## config.mk

```make
export PLATFORM = sky130hd
export DESIGN_NAME = reg_file
export DESIGN_NICKNAME = d
export VERILOG_FILES = /design/src/rtl/reg_file.sv
export SDC_FILE = /design/constraint.sdc
export NUM_CORES = 2
export LEC_CHECK = 0
export CORE_AREA = 2 2 463 465
export DETAILED_ROUTE_END_ITERATION = 6
export DIE_AREA = 0 0 465 467
export HOLD_SLACK_MARGIN = 0.03
export PLACE_DENSITY_LB_ADDON = 0.3
export REMOVE_ABC_BUFFERS = 1
export SLEW_MARGIN = 40
export SYNTH_ARGS = -nofsm -noshare
export SYNTH_HDL_FRONTEND = slang
export SYNTH_SLANG_ARGS = --single-unit
```

## constraint.sdc

```tcl
create_clock -name clk -period 10.7 [get_ports clk]
set_input_delay 1.605 -clock clk [delete_from_list [all_inputs] [get_ports clk]]
set_output_delay 1.605 -clock clk [all_outputs]
set_load 0.01 [all_outputs]
```

## src/rtl/reg_file.sv

```systemverilog
// Two-read, one-write register file with r0 hardwired to zero, optional same-cycle
// write-to-read forwarding, an unforwarded debug read port and a saturating write counter.
module reg_file #(
  parameter int unsigned DATA_WIDTH = 32,
  parameter int unsigned ADDR_WIDTH = 5,
  parameter int unsigned BYPASS     = 1
) (
  input  logic                  clk,
  input  logic                  rst,
  input  logic                  we,
  input  logic [ADDR_WIDTH-1:0] waddr,
  input  logic [DATA_WIDTH-1:0] wdata,
  input  logic [ADDR_WIDTH-1:0] raddr1,
  input  logic [ADDR_WIDTH-1:0] raddr2,
  output logic [DATA_WIDTH-1:0] rdata1,
  output logic [DATA_WIDTH-1:0] rdata2,
  input  logic [ADDR_WIDTH-1:0] dbg_addr,
  output logic [DATA_WIDTH-1:0] dbg_data,
  output logic [15:0]           wr_count
);

  localparam int unsigned Depth    = 2 ** ADDR_WIDTH;
  localparam logic [15:0] CountMax = 16'hFFFF;

  logic [DATA_WIDTH-1:0] regs_q [Depth];
  logic [15:0]           wr_count_q;
  logic                  commit;
  logic                  fwd1;
  logic                  fwd2;
  logic [DATA_WIDTH-1:0] stored1;
  logic [DATA_WIDTH-1:0] stored2;
  logic [DATA_WIDTH-1:0] stored_dbg;

  // Writes to r0 and writes during reset are dropped; reset wins over a same-edge write.
  assign commit = we & ~rst & (waddr != '0);

  always_ff @(posedge clk) begin
    if (rst) begin
      for (int unsigned i = 0; i < Depth; i++) begin
        regs_q[i] <= '0;
      end
    end else if (commit) begin
      regs_q[waddr] <= wdata;
    end
  end

  always_ff @(posedge clk) begin
    if (rst) begin
      wr_count_q <= '0;
    end else if (commit && (wr_count_q != CountMax)) begin
      wr_count_q <= wr_count_q + 16'd1;
    end
  end

  // r0 is forced to zero on every read path, so it holds even before the first reset.
  always_comb begin
    stored1    = (raddr1 == '0) ? '0 : regs_q[raddr1];
    stored2    = (raddr2 == '0) ? '0 : regs_q[raddr2];
    stored_dbg = (dbg_addr == '0) ? '0 : regs_q[dbg_addr];
  end

  always_comb begin
    fwd1 = (BYPASS != 0) && commit && (waddr == raddr1);
    fwd2 = (BYPASS != 0) && commit && (waddr == raddr2);
  end

  always_comb begin
    rdata1   = '0;
    rdata2   = '0;
    dbg_data = '0;
    if (!rst) begin
      rdata1   = fwd1 ? wdata : stored1;
      rdata2   = fwd2 ? wdata : stored2;
      dbg_data = stored_dbg;
    end
  end

  assign wr_count = wr_count_q;

endmodule

```

==> run metrics <==
outcome complete, no violations; core area between 200000 and 250000 sq um; Seq. cell area about 31000 sq um; register bit count reported by yosys 1040; Worst Hold Class reg -> reg; Async SR Flop Fraction 0; register area share after synthesis 0.4915; post-CTS setup buffers 0; final setup fails 0; GR Util met3 0.04387; worst endpoint required time around 9 ns; Yosys top cell by area edfxtp_1; Slew Viols, Final 0; global route overflow 0; EDFF count, synth around 1000; met1 usage 0.2898; period utilization 0.6602; Final min period between 7 and 8 ns; fin area between 70000 and 80000 sq um; Root Driver clkbuf_16; Hold WS approximately 0.5 ns; Pwr Total 0.01063 W; first-pass GRT wire length between 300000 and 400000 um; Final HPWL DP roughly 160000 um; Post-Route WL around 260000 um; IO Count approximately 170; vias in the first global route between 40000 and 50000; antenna violations before repair 31; Worst Max-Slew Pin Slew between 1 and 1.5 ns; f_max approximately 0.14 GHz; DRC viols 0; Area Growth Syn to Fin 14.92%; Die Y between 400 and 500 um; clock skew between 0.01 and 0.015 ns; synth warn 0; grt met2 use 0.3855; nets 4225; Max-cap violations 0; Synth Cell Area 63220 sq um; top post-synthesis cells by area edfxtp_1, mux4_2, and2_1, clkbuf_1, a22oi_1; Vias around 43000; Startpoint Class primary input; Multi-input gate area between 30000 and 40000 sq um; Post-CTS Resized 0; Clock Latency Late Sink approximately 0.75 ns; Die ar. around 220000 sq um; # fillers about 20000; Placed Instances 6876; Yosys top cell area share 0.4864; Distinct cells, synth 55; P_leak ~24 nW; Max clock buf depth 3; wire per inst about 37 um; Power per Cell Area about 150 nW/um^2; # H-tree levels 3; Clock transition at path regs 0.07 ns; FP Rows 169; Max Fanout on Critical Path 64; crit path DAT about 5.5 ns; Num CTS Buffers around 110; Port Buf Inserts roughly 170; Post-DP Area roughly 69000 sq um; largest net degree at the start of global routing 105; Final ANT Viol Nets 0; Hold Vio Cnt, Final 0; Final TNS setup 0 ns; RSZ-0062 raised after global routing no; ratio of cells with drive above 1 in the final layout 0.3040; DR pass1 iterations 6; WS Path Type in -> out; peak supply drop roughly 0.13 mV; crit path capture type output pin; GR peak layer met2; clock sinks between 1000 and 1500; GRT Total Usage 0.2359; top_reg_cell synth edfxtp_1; Die Width between 400 and 500 um; Placer Congestion between 0.8 and 0.9; post-synthesis area per instance roughly 15 sq um; DR iter-0 viols 6149; cells after synthesis approximately 4200; initial core utilization 0.2987; post-DR vias/cell 6.000; Final Non-Filler Cells slightly above 7000; Worst slew margin 0.3300; Post-CTS Hold Fix Bufs 0; CTS tree built
==> Yosys cell counts (all sizes together), types with 7 or more instances <==
library cell,count
edfxtp,1024
and2,996
mux4,800
clkbuf,334
o21ai,161
buf,157
a22oi,130
mux2i,96
nor2,83
a221oi,62
a22o,62
a21oi,35
mux2,32
o22ai,32
clkinv,30
dfxtp,16
nand2,16
xnor2,16
nand3,12
nor3,7
==> layout by cell type (no fill, tap or decap), types with 21 or more instances in the layout <==
cell	instances
clkdlybuf4s50_1	149
mux2_2	32
clkbuf_1	21
conb_1	32
a22oi_1	130
a22o_1	62
buf_8	25
clkbuf_16	111
clkinv_1	48
a221oi_1	60
mux4_2	800
o22ai_1	32
mux2i_1	96
nor2_1	50
o21ai_0	84
a21oi_1	35
o21ai_1	44
buf_4	142
o21ai_4	31
edfxtp_1	1024
nor2_4	33
and2_1	992
clkinv_2	21
==> worst max-delay path: stages <==
cell and delay, ns:
buf_8 0.34, buf_12 0.53, buf_4 0.59, mux4_2 0.57, a22o_1 0.27, a221oi_1 0.38
o21ai_0 0.37, clkdlybuf4s50_1 0.60
==> layer usage <==
metal / up-vias / wire length, um
li1: 16620 / -
met1: 22430 / 93910
met2: 2826 / 124200
met3: 661 / 23620
met4: 14 / 18370
met5: - / 84
==> registers in the layout, summed over array words and instances (netlist names) <==
signal,flops
regs_q,1024
wr_count,16
==> worst paths after layout <==
| kind | from | end | cells past startpoint | slack, ns |
|---|---|---|---|---|
| worst max-delay path | raddr1[0] | rdata1[31] | 8 | 3.64 |
| worst min-delay path | wr_count[1] | wr_count[1] | 2 | 0.51 |
| worst max register to register | wr_count[0] | wr_count[13] | 5 | 8.60 |
| worst min register to register | wr_count[1] | wr_count[1] | 2 | 0.51 |
==> area by class of cell <==
class | count | area share
antenna | 11 | 0.0003789
clock buffer | 134 | 0.03970
clock inverter | 67 | 0.009559
inverter | 35 | 0.001808
multi-input combinational | 2628 | 0.4231
sequential | 1040 | 0.4277
tap | 2821 | 0.04859
timing repair buffer | 356 | 0.04917
==> logic make-up after synthesis <==
family / Yosys count / synth area share
xor+xnor: 22 / 0.003048
fa+ha+maj: 1 / 0.0001979
mux: 928 / 0.3059
other cells: 1 / 0.00005932
compound gates: 500 / 0.05397
simple gates: 1145 / 0.1094
buf+inv: 526 / 0.03590
flops: 1040 / 0.4915
==> report_power, final <==
part           internal (W)  switching, W  leakage [nW]  total, W
Combinational      0.000780       0.00103          11.9   0.00181
Sequential          0.00470      0.000166          9.88   0.00487
Clock               0.00223       0.00173          1.75   0.00395
==> stage by stage <==
step / utilization / setup WS (ns)
floorplan: - / 4.926
global placement: 0.3231 / 3.482
detailed placement: 0.3258 / 3.573
CTS: 0.3427 / 3.581
global route: 0.3431 / 3.464
finish: 0.3432 / 3.636
Note: power is estimated with default switching activity, not from simulation.
